$ cat src/rtl/memory_stage_if.sv
// Data-memory port between the memory stage (master) and the memory (slave).
// Request fields stay stable from memReq rising until memReady.
interface memory_stage_if #(
  parameter int DATA_W = 16
);
  logic              memReq;
  logic              memWe;
  logic [DATA_W-1:0] memAddr;
  logic [DATA_W-1:0] memWrDataO;
  logic [DATA_W-1:0] memRdData;
  logic              memReady;

  modport master (
    output memReq, memWe, memAddr, memWrDataO,
    input  memRdData, memReady
  );

  modport slave (
    input  memReq, memWe, memAddr, memWrDataO,
    output memRdData, memReady
  );
endinterface

$ cat src/rtl/memory_stage.sv
// MEM stage: variable-latency memory access, write-back select, MEM/WB register.
// Optional MEM_ALIGN_CHK_EN rejects odd addresses with an error bubble.
module memory_stage #(
  parameter int DATA_W   = 16,
  parameter int MAX_WAIT = 15
) (
  input  logic              clk,
  input  logic              rst,
  input  logic [DATA_W-1:0] aluOut,
  input  logic [DATA_W-1:0] wrData,
  input  logic [DATA_W-1:0] setVal,
  input  logic [DATA_W-1:0] nextPc,
  input  logic              memEn,
  input  logic              memWrt,
  input  logic              regWrt,
  input  logic [2:0]        regWrtSrc,
  input  logic [2:0]        writeReg,
  input  logic              halt,
  input  logic              errIn,
  memory_stage_if.master    mem,
  output logic              stall,
  output logic [DATA_W-1:0] wbData,
  output logic              regWrtOut,
  output logic [2:0]        writeRegOut,
  output logic              haltOut,
  output logic              err
);

  typedef enum logic {IDLE, BUSY} state_t;

  state_t            state_q, state_d;
  logic [7:0]        cnt_q, cnt_d;
  logic [DATA_W-1:0] wb_data_q, wb_data_d;
  logic              reg_wrt_q, reg_wrt_d;
  logic [2:0]        write_reg_q, write_reg_d;
  logic              halt_q, halt_d;
  logic              err_q, err_d;

  logic              req_raw, stall_raw;
  logic              capture, bad_err;
  logic              misalign, bad_src;
  logic [DATA_W-1:0] wb_sel;

`ifdef MEM_ALIGN_CHK_EN
  assign misalign = memEn & aluOut[0];
`else
  assign misalign = 1'b0;
`endif

  always_comb begin
    wb_sel  = '0;
    bad_src = 1'b0;
    unique case (regWrtSrc)
      3'd0:    wb_sel = aluOut;
      3'd1:    wb_sel = mem.memRdData;
      3'd2:    wb_sel = setVal;
      3'd3:    wb_sel = nextPc;
      default: bad_src = 1'b1;
    endcase
  end

  always_comb begin
    state_d   = state_q;
    cnt_d     = cnt_q;
    req_raw   = 1'b0;
    stall_raw = 1'b0;
    capture   = 1'b0;
    bad_err   = 1'b0;
    unique case (state_q)
      IDLE: begin
        if (memEn && !misalign) begin
          req_raw = 1'b1;
          if (mem.memReady) begin
            capture = 1'b1;
          end else begin
            stall_raw = 1'b1;
            state_d   = BUSY;
            cnt_d     = 8'd1;
          end
        end else if (misalign) begin
          bad_err = 1'b1;
        end else begin
          capture = 1'b1;
        end
      end
      BUSY: begin
        if (mem.memReady) begin
          req_raw = 1'b1;
          capture = 1'b1;
          state_d = IDLE;
          cnt_d   = 8'd0;
        end else if (cnt_q == 8'(MAX_WAIT)) begin
          // hung memory: abandon the access and flag it downstream
          bad_err = 1'b1;
          state_d = IDLE;
          cnt_d   = 8'd0;
        end else begin
          req_raw   = 1'b1;
          stall_raw = 1'b1;
          cnt_d     = cnt_q + 8'd1;
        end
      end
      default: begin
        state_d = IDLE;
        cnt_d   = 8'd0;
      end
    endcase
  end

  always_comb begin
    wb_data_d   = '0;
    reg_wrt_d   = 1'b0;
    write_reg_d = '0;
    halt_d      = 1'b0;
    err_d       = bad_err;
    if (capture) begin
      wb_data_d   = wb_sel;
      reg_wrt_d   = regWrt;
      write_reg_d = writeReg;
      halt_d      = halt;
      err_d       = errIn | bad_src;
    end
  end

  always_ff @(posedge clk or posedge rst) begin
    if (rst) begin
      state_q     <= IDLE;
      cnt_q       <= '0;
      wb_data_q   <= '0;
      reg_wrt_q   <= 1'b0;
      write_reg_q <= '0;
      halt_q      <= 1'b0;
      err_q       <= 1'b0;
    end else begin
      state_q     <= state_d;
      cnt_q       <= cnt_d;
      wb_data_q   <= wb_data_d;
      reg_wrt_q   <= reg_wrt_d;
      write_reg_q <= write_reg_d;
      halt_q      <= halt_d;
      err_q       <= err_d;
    end
  end

  // reset must kill a pending request at once, even with memEn held
  assign mem.memReq     = req_raw & ~rst;
  assign mem.memWe      = req_raw & ~rst & memWrt;
  assign mem.memAddr    = aluOut;
  assign mem.memWrDataO = wrData;
  assign stall          = stall_raw & ~rst;

  assign wbData      = wb_data_q;
  assign regWrtOut   = reg_wrt_q;
  assign writeRegOut = write_reg_q;
  assign haltOut     = halt_q;
  assign err         = err_q;

endmodule
$ cat src/flat_wrapper.sv
// flat-port wrapper written by rule: the top's interface ports become plain ports
module memory_stage_flat 
#(
  parameter int DATA_W   = 16,
  parameter int MAX_WAIT = 15
)
  (clk, rst, aluOut, wrData, setVal, nextPc, memEn, memWrt, regWrt, regWrtSrc, writeReg, halt, errIn, stall, wbData, regWrtOut, writeRegOut, haltOut, err, mem_memReq, mem_memWe, mem_memAddr, mem_memWrDataO, mem_memRdData, mem_memReady);
  memory_stage_if #(.DATA_W(DATA_W)) mem_i ();
  input  logic clk;
  input  logic rst;
  input  logic [DATA_W-1:0] aluOut;
  input  logic [DATA_W-1:0] wrData;
  input  logic [DATA_W-1:0] setVal;
  input  logic [DATA_W-1:0] nextPc;
  input  logic memEn;
  input  logic memWrt;
  input  logic regWrt;
  input  logic [2:0] regWrtSrc;
  input  logic [2:0] writeReg;
  input  logic halt;
  input  logic errIn;
  output logic stall;
  output logic [DATA_W-1:0] wbData;
  output logic regWrtOut;
  output logic [2:0] writeRegOut;
  output logic haltOut;
  output logic err;
  output wire logic [$bits(mem_i.memReq)-1:0] mem_memReq;
  output wire logic [$bits(mem_i.memWe)-1:0] mem_memWe;
  output wire logic [$bits(mem_i.memAddr)-1:0] mem_memAddr;
  output wire logic [$bits(mem_i.memWrDataO)-1:0] mem_memWrDataO;
  input wire logic [$bits(mem_i.memRdData)-1:0] mem_memRdData;
  input wire logic [$bits(mem_i.memReady)-1:0] mem_memReady;
  assign mem_memReq = mem_i.memReq;
  assign mem_memWe = mem_i.memWe;
  assign mem_memAddr = mem_i.memAddr;
  assign mem_memWrDataO = mem_i.memWrDataO;
  assign mem_i.memRdData = mem_memRdData;
  assign mem_i.memReady = mem_memReady;
  memory_stage #(.DATA_W(DATA_W), .MAX_WAIT(MAX_WAIT)) u_core (.clk(clk), .rst(rst), .aluOut(aluOut), .wrData(wrData), .setVal(setVal), .nextPc(nextPc), .memEn(memEn), .memWrt(memWrt), .regWrt(regWrt), .regWrtSrc(regWrtSrc), .writeReg(writeReg), .halt(halt), .errIn(errIn), .mem(mem_i), .stall(stall), .wbData(wbData), .regWrtOut(regWrtOut), .writeRegOut(writeRegOut), .haltOut(haltOut), .err(err));
endmodule
$ cat config.mk
export PLATFORM = sky130hd
export DESIGN_NAME = memory_stage_flat
export DESIGN_NICKNAME = d
export VERILOG_FILES = /design/src/rtl/memory_stage_if.sv /design/src/rtl/memory_stage.sv /design/src/flat_wrapper.sv
export SDC_FILE = /design/constraint.sdc
export NUM_CORES = 1
export LEC_CHECK = 0
export BUFFER_PORTS_ARGS = -buffer_cell sky130_fd_sc_hd__buf_2
export CELL_PAD_IN_SITES_DETAIL_PLACEMENT = 1
export CELL_PAD_IN_SITES_GLOBAL_PLACEMENT = 2
export CORE_MARGIN = 4
export CORE_UTILIZATION = 20
export CTS_CLUSTER_DIAMETER = 80
export DETAILED_ROUTE_END_ITERATION = 7
export GPL_ROUTABILITY_DRIVEN = 1
export PLACE_DENSITY = 0.77
export REMOVE_ABC_BUFFERS = 1
export SLEW_MARGIN = 0
export SYNTH_ARGS = -nofsm -noshare
export SYNTH_HDL_FRONTEND = slang
export SYNTH_SLANG_ARGS = --single-unit
$ cat constraint.sdc
create_clock -name clk -period 3.16 [get_ports clk]
set_clock_uncertainty 0.1 [all_clocks]
set_input_delay 0.948 -clock clk [delete_from_list [all_inputs] [get_ports clk]]
set_output_delay 0.948 -clock clk [all_outputs]
set_load 0.005 [all_outputs]
== Word-level counts from Yosys, hierarchy flattened ==
Cells that the tools add are included.

* Flip-flop bits (word level): 31
* Input bits: 94
* Output and inout port bits: 57
* Word-level logic and storage cells: 49

* $add $sub $neg: 1
* Equal/unequal tests: 6
* Mux-type cells: 26
* Bitwise gates (word level): 6
* Reductions and logical operators: 3

{| class="wikitable"
|+ Operators with widths
! cell !! count
|-
| 16-bit one-hot mux with 4 select lines || 1
|-
| 8-bit two-way mux || 4
|-
| 16-bit two-way mux || 1
|-
| 8-bit one-hot mux with 2 select lines || 1
|-
| 1-bit two-way mux || 14
|-
| 8-bit by 1-bit adder with 8-bit output, second input constant || 1
|-
| 8-bit by 4-bit equality test with 1-bit output, second input constant || 1
|-
| 1-bit one-hot mux with 2 select lines || 4
|-
| 3-bit by 2-bit equality test with 1-bit output, second input constant || 2
|-
| 2-bit inequality test, second input constant || 2
|-
| 4-bit OR reduction || 1
|-
| 1-bit bitwise AND || 3
|-
| 3-bit by 1-bit equality test with 1-bit output, second input constant || 1
|-
| 3-bit logical NOT || 1
|-
| 3-bit two-way mux || 1
|-
| 1-bit inverter || 2
|-
| 2-bit AND reduction || 1
|-
| 1-bit bitwise OR || 1
|}

== Longest topological paths before layout ==
* Depth in word-level cells: 6
* Mapped depth: 7
* Gate-level depth less buffers: 5

== Worst setup path after synthesis ==
Ideal clock, no wire load.

* Path type: in2out
* From: in rst
* To: out stall
* Arrival: 1.853 ns
* Required time: 2.112 ns
* Slack: 0.259 ns
* Stages: 2
* Path buffers: 0
* Cells stage by stage: inv_1 > and2_1

* Word-level cells in the longest chain between the ends: 2

{| class="wikitable"
|+ Ends and longest elaborated chain
! item !! line !! RTL
|-
| from (decl) || flat_wrapper.sv:10 || <nowiki>input logic rst;</nowiki>
|-
| 1-bit inverter || memory_stage.sv:150 || <nowiki>assign stall = stall_raw & ~rst;</nowiki>
|-
| 1-bit bitwise AND || memory_stage.sv:150 ||
|-
| to (decl) || flat_wrapper.sv:22 || <nowiki>output logic stall;</nowiki>
|}

Every way passes these cells.

== Worst setup path after layout ==
* From: reg u_core.cnt_q[0]
* To: out mem_memWe

* Word-level cells in the longest chain between the ends: 6

{| class="wikitable"
|+ Ends and longest elaborated chain
! item !! line !! RTL
|-
| from (decl) || memory_stage.sv:32 || <nowiki>logic [7:0] cnt_q, cnt_d;</nowiki>
|-
| from (signal assigned) || memory_stage.sv:136 || <nowiki>cnt_q <= cnt_d;</nowiki>
|-
| 8-bit by 4-bit equality test with 1-bit output || memory_stage.sv:92 || <nowiki>end else if (cnt_q == 8'(MAX_WAIT)) begin</nowiki>
|-
| 1-bit two-way mux || memory_stage.sv:92 ||
|-
| 1-bit two-way mux || memory_stage.sv:87 || <nowiki>if (mem.memReady) begin</nowiki>
|-
| 1-bit one-hot mux with 2 select lines || memory_stage.sv:69 || <nowiki>unique case (state_q)</nowiki>
|-
| 1-bit bitwise AND (2 in series) || memory_stage.sv:147 || <nowiki>assign mem.memWe = req_raw & ~rst & memWrt;</nowiki>
|-
| to (decl) || flat_wrapper.sv:29 || <nowiki>output wire logic [$bits(mem_i.memWe)-1:0] mem_memWe;</nowiki>
|}

Every way passes these cells.

==> flow_metrics.tcl <==
set metrics [dict create \
    startpoint_type "flip-flop" \
    hold_slack_ps 414 \
    max-vdd-ir-drop_v 0.000137 \
    cts_sinks 31 \
    cts_setup_buffers 0 \
    relSlewSlack_pct 32.1 \
    synth_top_area_share_pct 42.4 \
    cp_slowest_cell "dfrtp_1" \
    yosys.area_share.simple_pct 17.9 \
    num-nets-final 374 \
    synth_top_cell_by_area "dfrtp_1" \
    synthTopCellsByArea "dfrtp_1 (42%), buf_4 (14%), mux2i_1 (8.8%)" \
    synth_edf_count 0 \
    wl_mm 5.75 \
    grt_usage_pct 10.6 \
    drc 0 \
    drive_gt1_share_pct 47.1 \
    core_mm2 0.00881 \
    clk_latency_ps 280 \
    clock-root-buffer "clkbuf_8" \
    p_int_w 0.000667 \
    grt_pass1_wl_mm 9.35 \
    end_kind "output pin" \
    tightest_slew_ps 1010 \
    cpPeakStageDelay_ps 410 \
    cts_hold_buf 0 \
    timing.fmax_ghz 0.340 \
    synth_compound_area_share_pct 13.0 \
    yosys_register_bits 31 \
    avgViaCountPerCell 4.40 \
    netlist_instances 193 \
    gp_congestion 0.709 \
    cp.arrival_ps 1890 \
    drtIter0Drc 26 \
    seq_area_frac_synth_pct 42.4 \
    crit_type "flip-flop to output pin" \
    finalSetupViolCount 0 \
    area_growth_pct 29.7 \
    p_per_area_mw_per_mm2 384 \
    portBuffers 118 \
    p_sw_share_pct 26.8 \
    place_ws_ps 264 \
    num_rows 34 \
    num_io_pins 151 \
    die_w_um 104 \
    yosys_warnings 0 \
    overflow 0 \
    ys.flop_type "dfrtp_1" \
    synth_area_mm2 0.00183 \
    synth_top_family_by_area "simple AND/OR/NAND/NOR gates" \
    hold_viol 0 \
    htree_levels 2 \
    synthAdderAreaFrac_pct 0.684 \
    outcome "complete, no violations" \
    dp_hpwl_mm 4.75 \
    clock_path_buffers 2 \
    num_antenna_cells 0 \
    path_cells "ha_1 -> nand3_1 -> nor2_1 -> a211oi_1 -> and2_1 -> buf_2" \
    cts.repair.resized 0 \
    cts_tree "yes" \
    drtPass1Iterations 3 \
    grt_pass1_vias 1914 \
    synth_xor_area_share_pct 0.958 \
    crit_fanout 5 \
    postRouteAntennaNets 0 \
    timing.setup.tns_ps 0 \
    numCtsBuffers 5 \
    route.vias.total 1708 \
    seqPwrFrac_pct 47.2 \
    p_total_w 0.000910 \
    synth.most_common_cell "nor2_1" \
    grt_antenna_before_repair 0 \
    path_clk_slew_ps 70 \
    fin_ws_ps 220 \
    min_period_over_period_pct 93.0 \
    avgSynthCellArea_um2 9.48 \
    drt-wirelength-per-cell_um 14.8 \
    fp.dieH_um 104 \
    drv_cap 0 \
    synth.distinct_cells 31 \
    power_frac_comb_pct 20.3 \
    holdCritPathClass "flip-flop to flip-flop" \
    die_area_mm2 0.0107 \
    yosys-mux-area-fraction_pct 8.76 \
    p_switching_w 0.000244 \
    cp.required_ps 2110 \
    period_minus_slack_ps 2940 \
    p_clk_share_pct 32.5 \
    grt_max_degree 32 \
    rsz0062_at_grt "false" \
    synth_commonest_cells "nor2_1 (38), buf_4 (33), dfrtp_1 (31), a221oi_1 (16), mux2i_1 (16)" \
    power_leakage_nw 1.28 \
    async_reset_ff_share_pct 100 \
    initial_core_util_pct 20.8 \
    slew_viol_final 0 \
]
area by class of cell:
| class | count | area, µm² |
|---|---|---|
| clock inverters | 1 | 5.00 |
| flip-flops and latches | 31 | 776 |
| well taps | 108 | 135 |
| multi-input cells | 118 | 756 |
| repair buffers | 122 | 621 |
| clock buffers | 7 | 76.3 |
| fillers | 1051 | 6430 |
| inverters | 1 | 3.75 |
power groups by stage:
stage | clock [W] | sequential, W | combinational [W]
floorplan | 0 | 0.000438 | 0.0000710
global placement | 0 | 0.000436 | 0.000186
detailed placement | 0 | 0.000438 | 0.000189
CTS | 0.000307 | 0.000430 | 0.000190
global route | 0.000325 | 0.000432 | 0.000210
finish | 0.000296 | 0.000430 | 0.000185
metrics by stage:
stage,instances,utilization (%),area [µm²]
final,388,26.9,2370
after global routing,388,26.9,2370
after detailed placement,380,26.0,2290
after CTS,388,26.9,2370
after floorplan,150,-,1540
after global placement,380,26.0,2290
cells by family after synthesis:
logic type | Yosys count
adders and majority gates | 1
xor gates and xnor gates | 2
muxes | 16
buffers and inverters | 44
AOI/OAI and AO/OA | 29
and+or+nand+nor | 70
DFF | 31
critical path: cells and delay by family, from the launching register on:
kind,cells,cell delay (ps)
AO/OA/AOI/OAI,1,350
adder cells (fa/ha/maj),1,240
buffers and inverters,1,100
flip-flops,1,410
AND/OR/NAND/NOR,3,510
flip-flops by register name, summed over array words and instances, names as in the netlist:
| register | cells |
|---|---|
| u_core.regWrtOut | 1 |
| u_core.cnt_q | 8 |
| u_core.state_q | 1 |
| u_core.haltOut | 1 |
| u_core.err | 1 |
| u_core.writeRegOut | 3 |
| u_core.wbData | 16 |
final timing paths:
| path | slack, ps | cells past startpoint | start | end |
|---|---|---|---|---|
| min in group asynchronous | 680 | 3 | rst | u_core.err |
| worst min register to register | 410 | 1 | u_core.cnt_q[2] | u_core.cnt_q[2] |
| worst max-delay path | 220 | 6 | u_core.cnt_q[0] | mem_memWe |
| worst min-delay path | 410 | 1 | u_core.cnt_q[2] | u_core.cnt_q[2] |
| max in group asynchronous | 1980 | 3 | rst | u_core.wbData[15] |
| worst max register to register | 1420 | 5 | u_core.cnt_q[0] | u_core.cnt_q[5] |
metal layers:
layer	up-vias	global-route usage (%)	wire length [µm]
li1	808	-	-
met4	0	3.42	85
met3	6	5.16	707
met2	103	17.6	2760
met5	-	0	0
met1	791	12.1	2200
layout by cell type (no fill, tap or decap), drive strengths merged:
cell      n
a221oi   16
o31ai     1
nand2     8
o21ai     5
or2       2
inv       1
a21oi     1
clkinv    1
nor2b     3
nor3      2
o22ai     1
nor2     38
buf     122
mux2i    16
xor2      2
dfrtp    31
or4       2
a211o     1
and2      9
ha        1
nand2b    1
a211oi    1
a22o      3
clkbuf    7
nor3b     1
nand3     4
Note: power is estimated with default switching activity, not from simulation.
